<file path="src/rtl/mesh_out_arbiter_pkg.sv">
// mesh_arb_pkg: arbiter state type and packet field positions shared with the route decoder
package mesh_arb_pkg;
  typedef enum logic {IDLE, GRANT} arb_state_e;
  localparam int PCKG_SZ = 40;
  localparam int NXTJP_MSB = PCKG_SZ - 1;
  localparam int ROW_MSB = PCKG_SZ - 9;
  localparam int COL_MSB = PCKG_SZ - 13;
  localparam int MODE_BIT = PCKG_SZ - 17;
endpackage

</file>
<file path="src/rtl/mesh_out_arbiter_if.sv">
// mesh_out_arbiter_if: input-FIFO heads, pop strobes and outgoing-link handshake of one output port
interface mesh_out_arbiter_if #(
  parameter int N_IN = 4,
  parameter int pckg_sz = 40,
  parameter int CNT_W = 16
);
  logic [N_IN-1:0] pndng_i_in;
  logic [N_IN-1:0] route_hit;
  logic [N_IN*pckg_sz-1:0] data_out_i_in;
  logic [N_IN-1:0] popin;
  logic pndng;
  logic [pckg_sz-1:0] data_out;
  logic pop;
  logic [CNT_W-1:0] grant_cnt;
  modport master (
    input pndng_i_in, route_hit, data_out_i_in, pop,
    output popin, pndng, data_out, grant_cnt
  );
  modport slave (
    output pndng_i_in, route_hit, data_out_i_in, pop,
    input popin, pndng, data_out, grant_cnt
  );
endinterface

</file>
<file path="src/rtl/mesh_out_arbiter_rr_pick.sv">
// rr_pick: rotate requests by ptr, take the lowest set bit, rotate the index back
module rr_pick #(
  parameter int N_IN = 4,
  localparam int IW = $clog2(N_IN)
) (
  input  logic [N_IN-1:0] req,
  input  logic [IW-1:0]   ptr,
  output logic [IW-1:0]   gnt_idx,
  output logic            any
);
  localparam int SW = IW + 1;
  logic [N_IN-1:0] rot;
  logic [IW-1:0] off;
  logic [SW-1:0] sum;
  always_comb begin
    rot = N_IN'({req, req} >> ptr);
    off = '0;
    for (int k = N_IN - 1; k >= 0; k--) if (rot[k]) off = IW'(k);
    sum = {1'b0, ptr} + {1'b0, off};
    gnt_idx = (sum >= SW'(N_IN)) ? IW'(sum - SW'(N_IN)) : IW'(sum);
  end
  assign any = |req;
endmodule

</file>
<file path="src/rtl/mesh_out_arbiter.sv">
// mesh_out_arbiter: round-robin grant of eligible FIFO heads into a one-entry output register
module mesh_out_arbiter
  import mesh_arb_pkg::*;
#(
  parameter int N_IN = 4,
  parameter int pckg_sz = 40,
  parameter int CNT_W = 16,
  localparam int IW = $clog2(N_IN)
) (
  input logic clk,
  input logic reset,
  mesh_out_arbiter_if.master bus
);
  arb_state_e state;
  logic [IW-1:0] ptr, w;
  logic [N_IN-1:0] elig;
  logic any, free;
  logic [pckg_sz-1:0] din;
  assign elig = bus.pndng_i_in & bus.route_hit;
  assign free = !bus.pndng | bus.pop;
  assign din = pckg_sz'(bus.data_out_i_in >> (w * pckg_sz));
  rr_pick #(.N_IN(N_IN)) u_pick (.req(elig), .ptr(ptr), .gnt_idx(w), .any(any));
  // GRANT is a dead cycle: the popped FIFO's pending flag is still stale
  always_ff @(posedge clk) begin
    if (reset) begin
      state <= IDLE;
      ptr <= '0;
      bus.popin <= '0;
      bus.pndng <= 1'b0;
      bus.data_out <= '0;
      bus.grant_cnt <= '0;
    end else if (state == IDLE && any && free) begin
      state <= GRANT;
      ptr <= (w == IW'(N_IN - 1)) ? '0 : w + IW'(1);
      bus.popin <= N_IN'(1) << w;
      bus.pndng <= 1'b1;
      bus.data_out <= din;
      bus.grant_cnt <= &bus.grant_cnt ? bus.grant_cnt : bus.grant_cnt + CNT_W'(1);
    end else begin
      state <= IDLE;
      bus.popin <= '0;
      if (bus.pop) bus.pndng <= 1'b0;
    end
  end
endmodule

</file>
<file path="src/flat_wrapper.sv">
// flat-port wrapper written by rule: the top's interface ports become plain ports
module mesh_out_arbiter_flat import mesh_arb_pkg::*;
#(
  parameter int N_IN = 4,
  parameter int pckg_sz = 40,
  parameter int CNT_W = 16,
  localparam int IW = $clog2(N_IN)
)
  (clk, reset, bus_pndng_i_in, bus_route_hit, bus_data_out_i_in, bus_pop, bus_popin, bus_pndng, bus_data_out, bus_grant_cnt);
  mesh_out_arbiter_if #(.N_IN(N_IN), .pckg_sz(pckg_sz), .CNT_W(CNT_W)) bus_i ();
  input logic clk;
  input logic reset;
  input wire logic [$bits(bus_i.pndng_i_in)-1:0] bus_pndng_i_in;
  input wire logic [$bits(bus_i.route_hit)-1:0] bus_route_hit;
  input wire logic [$bits(bus_i.data_out_i_in)-1:0] bus_data_out_i_in;
  input wire logic [$bits(bus_i.pop)-1:0] bus_pop;
  output wire logic [$bits(bus_i.popin)-1:0] bus_popin;
  output wire logic [$bits(bus_i.pndng)-1:0] bus_pndng;
  output wire logic [$bits(bus_i.data_out)-1:0] bus_data_out;
  output wire logic [$bits(bus_i.grant_cnt)-1:0] bus_grant_cnt;
  assign bus_i.pndng_i_in = bus_pndng_i_in;
  assign bus_i.route_hit = bus_route_hit;
  assign bus_i.data_out_i_in = bus_data_out_i_in;
  assign bus_i.pop = bus_pop;
  assign bus_popin = bus_i.popin;
  assign bus_pndng = bus_i.pndng;
  assign bus_data_out = bus_i.data_out;
  assign bus_grant_cnt = bus_i.grant_cnt;
  mesh_out_arbiter #(.N_IN(N_IN), .pckg_sz(pckg_sz), .CNT_W(CNT_W)) u_core (.clk(clk), .reset(reset), .bus(bus_i));
endmodule
</file>
<file path="config.mk">
export PLATFORM = sky130hd
export DESIGN_NAME = mesh_out_arbiter_flat
export DESIGN_NICKNAME = d
export VERILOG_FILES = /design/src/rtl/mesh_out_arbiter_pkg.sv /design/src/rtl/mesh_out_arbiter_if.sv /design/src/rtl/mesh_out_arbiter_rr_pick.sv /design/src/rtl/mesh_out_arbiter.sv /design/src/flat_wrapper.sv
export SDC_FILE = /design/constraint.sdc
export NUM_CORES = 1
export LEC_CHECK = 0
export CORE_UTILIZATION = 40
export DETAILED_ROUTE_END_ITERATION = 8
export HOLD_SLACK_MARGIN = 0.08
export PLACE_DENSITY = 0.85
export SYNTH_ARGS = -nofsm -noshare
export SYNTH_HDL_FRONTEND = slang
export SYNTH_SLANG_ARGS = --single-unit
</file>
<file path="constraint.sdc">
create_clock -name clk -period 2.9 [get_ports clk]
set_input_delay 0.435 -clock clk [delete_from_list [all_inputs] [get_ports clk]]
set_output_delay 0.435 -clock clk [all_outputs]
set_load 0.01 [all_outputs]
</file>
==> results of run 1 <==
-- cell type report --
class,count,area [sq um]
fill,1124,4840
multi-input combinational,518,3910
timing repair buffer,268,2740
sequential,64,1280
clock buffer,9,225
tap,176,220
clock inverter,6,61.3
inverter,4,15.0
-- placed cells by master (no fill, tap or decap), drive strengths merged, types with 3 or more instances in the layout --
cell type | netlist | final
a211oi | 4 | 4
a22oi | 4 | 4
buf | 21 | 37
dfxtp | 64 | 64
clkinv | 0 | 4
nor2 | 21 | 21
xnor2 | 10 | 10
inv | 4 | 4
mux2i | 82 | 82
nand4 | 4 | 4
a21oi | 7 | 7
nor3 | 9 | 9
clkbuf | 41 | 9
mux2 | 78 | 78
clkdlybuf4s50 | 0 | 231
xor2 | 3 | 3
or3 | 81 | 81
o21ai | 8 | 8
nand2 | 51 | 51
nand3b | 78 | 78
nand3 | 50 | 50
-- worst paths after layout --
| check | end | slack [ps] | cells after the start |
|---|---|---|---|
| hold / removal | u_core.bus.data_out[31]$_SDFFE_PP0P_ | 470 | 2 |
| setup reg to reg | u_core.bus.data_out[10]$_SDFFE_PP0P_ | 380 | 10 |
| setup / recovery | u_core.bus.data_out[10]$_SDFFE_PP0P_ | 190 | 11 |
| hold reg to reg | u_core.bus.data_out[31]$_SDFFE_PP0P_ | 470 | 2 |
-- worst max-delay path: stages --
cell and delay [ps]:
clkdlybuf4s50_1 480, nand2_1 100, o311ai_0 350, o21ai_0 160, nand3_1 150, ha_4 250, buf_4 190, mux2i_1 160
or3_1 320, mux2_2 280, nand3_1 80
-- metrics by stage --
step	utilization [%]	total power [mW]	instances	hold WS (ps)
2_1_floorplan	-	3.38	648	477
3_3_place_gp	61.4	4.72	1030	449
3_5_place_dp	61.4	4.79	1030	453
4_1_cts	63.6	5.88	1045	466
5_1_grt	63.6	6.16	1045	488
6_report	63.6	5.83	1045	467
-- sequential cells by signal (all words and copies together) (netlist names) --
name,count
u_core.bus.pndng,1
u_core.bus.data_out,40
u_core.ptr,2
u_core.state,1
u_core.bus.popin,4
u_core.bus.grant_cnt,16
-- power by group --
part / internal, mW / switching (mW)
sequential: 1.11 / 0.140
combinational: 1.93 / 1.57
clock: 0.657 / 0.411
-- per-layer routing --
layer	vias up	wire length [um]
met2	183	8300
met1	2645	7010
met3	28	902
met5	-	0
li1	2807	-
met4	0	366
-- kinds of logic after synthesis --
family	Yosys count	synth area share [%]
adder cells (fa/ha/maj)	2	0.459
AND/OR/NAND/NOR	306	32.4
XOR/XNOR	14	2.50
flip-flops	64	23.5
multiplexers	160	31.2
AO/OA/AOI/OAI	36	4.70
buffers and inverters	66	5.30
==> results.py, run 1 <==
metrics = {
    "global_routing": {
        "grtUsageMet3_pct": 3.86,
        "grtUsageMet1_pct": 27.5,
        "grt_pass1_vias": 5676,
        "grt_pass1_wl_um": 27300,
        "use_met2_pct": 43.5,
        "track_usage_pct": 23.8,
        "grt_max_degree": 53,
        "antenna_found_initial": 0,
        "overflow": 0,
        "busiest_layer": "met2",
    },
    "finish": {
        "drive_gt1_share_pct": 16.0,
        "layout.nets": 1038,
        "antennaDiodeCount": 0,
        "area_delta_synth_final_pct": 55.0,
        "final_cell_area_sq_mm": 0.00845,
    },
    "yosys": {
        "synth_enable_flop_cells": 0,
        "ys_seq_area_share_pct": 23.5,
        "yosysUniqueCellTypes": 47,
        "postSynthCellCount": 648,
        "syn_area_sq_mm": 0.00545,
        "ys_ff_latch": 64,
        "ys.flop_type": "dfxtp_1",
        "syn-num-nets": 821,
        "yosys-top-cells-count": "mux2i_1 (82), or3_1 (81), mux2_2 (78), nand3b_1 (78), dfxtp_1 (64)",
        "async_flop_share_pct": 0,
        "synth_area_per_cell_sq_um": 8.42,
        "yosysWarnings": 0,
        "synth_top_area_share_pct": 23.5,
        "synth_top_cells_by_area": "dfxtp_1 (23%), mux2_2 (16%), mux2i_1 (15%)",
        "yosys.cell_count.top_type": "mux2i_1",
        "synth_top_cell_by_area": "dfxtp_1",
    },
    "timing": {
        "tightest_slew_ps": 1090,
        "fin_crit_sh_pct": 93.4,
        "rsz0062_at_grt": "no",
        "finalSetupViolCount": 0,
        "fin_crit_ps": 2710,
        "fin_skew_ps": 8.65,
        "finalSetupTns_ps": 0,
        "fmax_ghz": 0.369,
        "hold_viol_final": 0,
        "slew_violations": 0,
        "setup_ws_ps": 192,
        "slew_headroom_pct": 27.3,
    },
    "floorplanning": {
        "coreArea_sq_mm": 0.0133,
        "dieHeight_um": 119,
        "fp-row-count": 42,
        "ios": 232,
        "die_w_um": 119,
        "initial_core_util_pct": 41.0,
        "fp.dieArea_sq_mm": 0.0141,
    },
    "drt": {
        "ant_nets": 0,
        "post_drt_wl_per_cell_um": 15.9,
        "drc": 0,
        "viasPerCell": 5.42,
        "dr.pass1.iters": 4,
        "wl_um": 16600,
        "vias": 5663,
        "drt-initial-drc-count": 354,
    },
    "worst_setup_path": {
        "crit_path_max_fanout": 7,
        "setup.worst_path.start_class": "primary input",
        "crit_path_start": "bus_pndng_i_in[3]",
        "crit_type": "primary input to flip-flop",
        "rr_startpoint": "u_core.ptr[0]$_SDFFE_PP0P_",
        "crit_arrival_ps": 2970,
        "critical_path_required_ps": 3160,
        "endpoint_kind": "flip-flop",
    },
    "clocking": {
        "cts_max_level": 3,
        "cts_sinks": 64,
        "cts_buffers": 9,
        "clkLatencyLatePin_ps": 330,
        "root_buffer": "clkbuf_16",
        "cts_setup_buffers": 0,
        "cts.path.max_buffers": 2,
        "cts_tree": "built",
        "clk_pin_slew_worst_paths_ps": 60,
        "cts_resized": 0,
        "cts_hold_buf": 0,
    },
    "job": {
        "maxCapViolCount": 0,
    },
    "placement": {
        "dp_hpwl_um": 12500,
        "place.gp.congestion": 0.884,
        "dp_slack_ps": -113,
        "port_buffers": 231,
        "placed_area_sq_mm": 0.00817,
    },
    "run_status": {
        "status": "finished, final reports clean",
    },
    "power_and_ir_drop": {
        "p_per_area_mw_per_mm2": 689,
        "leakagePower_nw": 3.01,
        "max-vdd-ir-drop_uv": 546,
    },
    "min_path": {
        "hold_path.class": "flip-flop to flip-flop",
        "worstHoldStart": "u_core.bus.data_out[31]$_SDFFE_PP0P_",
    },
}
Power figures use the tool's default switching activity.
==> inputs of run 2 (changes only) <==
--- a/config.mk
+++ b/config.mk
@@ -7,2 +7,3 @@
 export LEC_CHECK = 0
+export CAP_MARGIN = 25
 export CORE_UTILIZATION = 40
==> constraint.sdc (replaced) <==
create_clock -name clk -period 2.9 [get_ports clk]
set_input_delay 0.58 -clock clk [delete_from_list [all_inputs] [get_ports clk]]
set_output_delay 0.58 -clock clk [all_outputs]
set_load 0.01 [all_outputs]
==> run 2 against run 1 <==
Sequential power is essentially flat. Sequential share of layout area shrank 0.36 points. Register-to-register slack gained 110 ps. Highest routed layer unchanged.
==> results.py, run 2 (synthesized netlist as in run 1, its figures left out) <==
metrics = {
    "run_status": {
        "status": "finished, final reports clean",
    },
    "placement": {
        "place.gp.congestion": 0.835,
        "port_buffers": 231,
        "dp_hpwl_um": 12500,
        "dp_slack_ps": -250,
        "placed_area_sq_mm": 0.00828,
    },
    "finish": {
        "largest_reg_flops": 40,
        "area_delta_synth_final_pct": 58.7,
        "layout.nets": 1051,
        "top_register": "u_core.bus.data_out",
        "top_regs": "u_core.bus.data_out x40, u_core.bus.grant_cnt x16, u_core.bus.popin x4",
        "multi_input_area_sq_mm": 0.00393,
        "antennaDiodeCount": 0,
        "seq_area_sq_mm": 0.00128,
        "layout_common_cells": "clkdlybuf4s50_1 (227), mux2i_1 (81), or3_1 (81)",
        "n_fill_cell": 1116,
        "final_cell_area_sq_mm": 0.00866,
        "drive_gt1_share_pct": 18.0,
        "mostFrequentLayoutCell": "clkdlybuf4s50_1",
    },
    "timing": {
        "fmax_ghz": 0.355,
        "tightest_slew_ps": 557,
        "hold_slack_ps": 464,
        "finalSetupViolCount": 0,
        "slew_violations": 0,
        "slew_headroom_pct": 61.9,
        "fin_skew_ps": 6.92,
        "setup_ws_ps": 84.7,
        "hold_viol_final": 0,
        "fin_crit_ps": 2820,
        "fin_crit_sh_pct": 97.1,
    },
    "floorplanning": {
        "fp-row-count": 42,
        "dieHeight_um": 119,
        "fp.dieArea_sq_mm": 0.0141,
        "ios": 232,
        "initial_core_util_pct": 41.0,
        "coreArea_sq_mm": 0.0133,
        "die_w_um": 119,
    },
    "power_and_ir_drop": {
        "power_frac_seq_pct": 20.7,
        "max-vdd-ir-drop_uv": 343,
        "p_comb_share_pct": 62.1,
        "p_per_area_mw_per_mm2": 693,
        "swShare_pct": 36.3,
        "leakagePower_nw": 3.13,
        "p_int_mw": 3.82,
        "switchingPower_mw": 2.18,
        "p_clk_share_pct": 17.1,
    },
    "worst_setup_path": {
        "critical_path_required_ps": 3170,
        "rrSetupSlack_ps": 490,
        "crit_type": "primary input to flip-flop",
        "endpoint_kind": "flip-flop",
        "crit_arrival_ps": 3080,
        "crit_path_max_fanout": 5,
        "setup.worst_path.start_class": "primary input",
    },
    "global_routing": {
        "grtUsageMet1_pct": 25.7,
        "overflow": 0,
        "busiest_layer": "met2",
        "use_met2_pct": 42.6,
        "grtUsageMet3_pct": 4.83,
        "grt_max_degree": 77,
        "grt_pass1_wl_um": 26500,
        "grt_pass1_vias": 5503,
        "antenna_found_initial": 0,
        "track_usage_pct": 23.2,
    },
    "clocking": {
        "cts_buffers": 9,
        "cts_sinks": 64,
        "cts.path.max_buffers": 2,
        "clkLatencyLatePin_ps": 330,
        "cts_max_level": 3,
        "cts_hold_buf": 0,
        "clk_pin_slew_worst_paths_ps": 60,
        "cts_tree": "built",
        "root_buffer": "clkbuf_16",
    },
    "drt": {
        "vias": 5695,
        "drt-initial-drc-count": 237,
        "post_drt_wl_per_cell_um": 15.7,
        "dr.pass1.iters": 4,
        "viasPerCell": 5.38,
        "ant_nets": 0,
        "drc": 0,
        "wl_um": 16700,
    },
    "min_path": {
        "hold_path.class": "flip-flop to flip-flop",
    },
    "job": {
        "maxCapViolCount": 0,
    },
}
-- run 2: cell count changes in the layout (fill, tap and decap cells not counted), moves of 2 or more --
cell / before / now
buf_12: 12 / 16
buf_4: 25 / 31
buf_6: 0 / 2
clkdlybuf4s50_1: 231 / 227
clkinv_2: 3 / 1
clkinvlp_4: 1 / 3
dlymetal6s2s_1: 0 / 4
nand2_1: 51 / 49
nand2_2: 0 / 2
o21ai_0: 8 / 6
o21ai_1: 0 / 2
-- run 2: cell type report --
type | instances | area share, %
clock buffer | 10 | 2.76
sequential | 64 | 14.8
tap | 176 | 2.54
inverter | 4 | 0.173
timing repair buffer | 281 | 33.8
clock inverter | 6 | 0.520
multi-input combinational | 518 | 45.4
-- run 2: layer usage --
metal	share of wire (%)	routed length (um)	up-vias
met1	40	6740	2655
met3	5.5	922	31
met4	2.7	454	0
met2	51	8550	171
met5	0	0	-
li1	-	-	2838
-- run 2: final timing paths --
| check | cells past startpoint | to | from |
|---|---|---|---|
| min reg2reg | 2 | u_core.bus.data_out[36]$_SDFFE_PP0P_ | u_core.bus.data_out[36]$_SDFFE_PP0P_ |
| min | 2 | u_core.bus.data_out[36]$_SDFFE_PP0P_ | u_core.bus.data_out[36]$_SDFFE_PP0P_ |
| max reg2reg | 10 | u_core.bus.data_out[17]$_SDFFE_PP0P_ | u_core.ptr[0]$_SDFFE_PP0P_ |
| max | 12 | u_core.bus.data_out[17]$_SDFFE_PP0P_ | bus_pndng_i_in[2] |
-- run 2: power groups by stage --
stage | sequential, mW | clock (mW) | combinational [mW]
after floorplan | 1.35 | 0 | 2.03
after global placement | 1.25 | 0 | 3.55
after detailed placement | 1.26 | 0 | 3.60
after CTS | 1.24 | 1.05 | 3.62
after global routing | 1.28 | 1.09 | 3.98
final | 1.24 | 1.03 | 3.73
-- run 2: critical path, stage by stage --
cell and delay [ps]:
clkdlybuf4s50_1 410, and2_4 170, nand2b_1 160, a211o_1 250
nand3_2 100, ha_4 230, buf_6 140, buf_6 130
mux2i_2 160, or3_1 380, mux2_2 270, nand3_1 90
-- run 2: what timing repair did --
action	CTS	global route
setup buffers	0	3
resized for setup	0	16
endpoints found under the setup margin	0	39
-- run 2: stage by stage --
step / util, % / total power [mW] / TNS [ps] / std cells
floorplan: - / 3.38 / -53.9 / 648
global placement: 62.3 / 4.80 / -6610 / 1039
detailed placement: 62.3 / 4.86 / -7590 / 1039
CTS: 64.4 / 5.91 / 0 / 1055
global route: 65.1 / 6.35 / -11.0 / 1059
finish: 65.1 / 6.00 / 0 / 1059
==> inputs of run 3 (changes only) <==
CORE_UTILIZATION = 44   (was 40)
PLACE_DENSITY = 0.89   (was 0.85)
clock period = 3.13 ns   (was 2.9 ns; I/O delays follow)
==> run 3 against run 2 <==
Global-route usage rose by 2.3 points. Combinational power shrank 11%. Power fell by 5.4%. Register-to-register slack improved by 20 ps. Via count grew 0.93%. Clock power grew 16%. Count of clock-buffer cells in the layout unchanged. Final area down 1.7%. Worst hold slack better by 0.66 ps. Routed wire length rose by 1.3%.
==> results.py, run 3 (synthesized netlist as in run 1, its figures left out) <==
metrics = {
    "global_routing": {
        "antenna_found_initial": 0,
        "grt_pass1_vias": 5540,
        "grt_pass1_wl_um": 26400,
        "track_usage_pct": 25.5,
        "grt_max_degree": 54,
        "overflow": 0,
    },
    "worst_setup_path": {
        "crit_path_max_fanout": 14,
        "setup.worst_path.start_class": "primary input",
        "crit_type": "primary input to flip-flop",
        "endpoint_kind": "flip-flop",
        "rr_worst_depth": 10,
        "critical_path_required_ps": 3390,
        "crit_arrival_ps": 3210,
    },
    "floorplanning": {
        "initial_core_util_pct": 45.2,
        "dieHeight_um": 113,
        "coreArea_sq_mm": 0.0121,
        "fp.dieArea_sq_mm": 0.0128,
        "fp-row-count": 40,
        "die_w_um": 113,
        "ios": 232,
    },
    "power_and_ir_drop": {
        "p_total_mw": 5.67,
        "power_frac_seq_pct": 20.5,
        "switchingPower_mw": 2.00,
        "leakagePower_nw": 3.03,
        "max-vdd-ir-drop_uv": 308,
        "p_int_mw": 3.67,
        "p_clk_share_pct": 21.1,
        "p_per_area_mw_per_mm2": 667,
        "p_comb_share_pct": 58.5,
        "swShare_pct": 35.2,
    },
    "timing": {
        "slew_violations": 0,
        "fin_skew_ps": 8.42,
        "setup_ws_ps": 187,
        "rsz0062_at_grt": "no",
        "fmax_ghz": 0.340,
        "finalSetupTns_ps": 0,
        "tightest_slew_ps": 669,
        "finalSetupViolCount": 0,
        "hold_viol_final": 0,
        "fin_crit_ps": 2940,
        "slew_headroom_pct": 54.2,
        "fin_crit_sh_pct": 94.0,
    },
    "drt": {
        "dr.pass1.iters": 5,
        "viasPerCell": 5.54,
        "post_drt_wl_per_cell_um": 16.3,
        "drt-initial-drc-count": 329,
        "ant_nets": 0,
        "wl_um": 16900,
        "drc": 0,
        "vias": 5748,
    },
    "finish": {
        "layout.nets": 1038,
        "antennaDiodeCount": 0,
        "n_fill_cell": 934,
        "drive_gt1_share_pct": 16.1,
        "largest_reg_flops": 40,
        "layout_common_cells": "clkdlybuf4s50_1 (231), mux2i_1 (82), or3_1 (81)",
        "top_regs": "u_core.bus.data_out x40, u_core.bus.grant_cnt x16, u_core.bus.popin x4",
        "mostFrequentLayoutCell": "clkdlybuf4s50_1",
        "top_register": "u_core.bus.data_out",
        "area_delta_synth_final_pct": 56.0,
    },
    "placement": {
        "place.gp.congestion": 0.830,
        "dp_hpwl_um": 12300,
        "dp_slack_ps": -112,
        "port_buffers": 231,
    },
    "clocking": {
        "cts_setup_buffers": 0,
        "clkLatencyLatePin_ps": 330,
        "cts_buffers": 9,
        "cts.path.max_buffers": 2,
        "cts_tree": "built",
        "root_buffer": "clkbuf_16",
        "clk_pin_slew_worst_paths_ps": 60,
        "cts_sinks": 64,
        "cts_max_level": 3,
    },
    "job": {
        "maxCapViolCount": 0,
    },
    "run_status": {
        "status": "finished, final reports clean",
    },
    "min_path": {
        "holdPathStages": 2,
        "hold_path.class": "flip-flop to flip-flop",
    },
}
-- run 3: changes by cell type in the layout (fill, tap and decap cells not counted), moves of 3 or more --
cell and delta:
buf_12 -7, bufinv_16 +3, dlymetal6s2s_1 -4, clkdlybuf4s50_1 +4
buf_4 -5
-- run 3: layout make-up --
cell class                      count  area [sq um]  area share [%]
Inverter                            4          15.0           0.176
Timing Repair Buffer              268          2740            32.2
Clock buffer                       10           239            2.81
Sequential cell                    64          1280            15.1
Tap cell                          168           210            2.47
Clock inverter                      6           115            1.35
Multi-Input combinational cell    518          3910            45.9
-- run 3: final timing paths --
path                                                           start                              endpoint  slack [ps]
worst max-delay path                                bus_route_hit[0]  u_core.bus.data_out[37]$_SDFFE_PP0P_         190
worst min-delay path            u_core.bus.data_out[11]$_SDFFE_PP0P_  u_core.bus.data_out[11]$_SDFFE_PP0P_         460
worst max register to register            u_core.ptr[0]$_SDFFE_PP0P_  u_core.bus.data_out[37]$_SDFFE_PP0P_         510
worst min register to register  u_core.bus.data_out[11]$_SDFFE_PP0P_  u_core.bus.data_out[11]$_SDFFE_PP0P_         460
-- run 3: power by group through the flow --
stage / sequential, mW / clock [mW] / combinational [mW]
floorplan: 1.25 / 0 / 1.88
detailed placement: 1.17 / 0 / 3.24
finish: 1.16 / 1.19 / 3.32
CTS: 1.16 / 1.21 / 3.25
global route: 1.19 / 1.26 / 3.54
global placement: 1.17 / 0 / 3.18
-- run 3: through the flow --
step,utilization (%),area [sq um],hold slack (ps),instances
final,70.6,8510,465,1038
after global routing,70.6,8510,492,1038
after CTS,70.3,8480,470,1037
after detailed placement,67.4,8120,452,1021
after global placement,67.4,8120,448,1021
after floorplan,-,5450,477,648
-- run 3: repair_timing --
item	4_1_cts	5_1_grt
hold buffers	0	0
gates resized for setup	0	2
setup endpoints to repair	0	1
-- run 3: critical path, stage by stage --
cell             delay (ps)
clkdlybuf4s50_1         510
nand2_1                  80
nand3_1                 100
o21ai_0                 100
o21ai_1                 140
nand3_1                 150
ha_4                    410
buf_12                  180
buf_12                  150
mux2i_1                  80
or3_1                   330
mux2_2                  280
nand3_1                  60
-- run 3: layer usage --
layer / vias to the layer above / track usage, % / wire (um)
li1: 2804 / - / -
met1: 2707 / 29.5 / 7020
met2: 207 / 46.5 / 8470
met3: 30 / 4.23 / 954
met4: 0 / 10.4 / 439
met5: - / 0 / 0
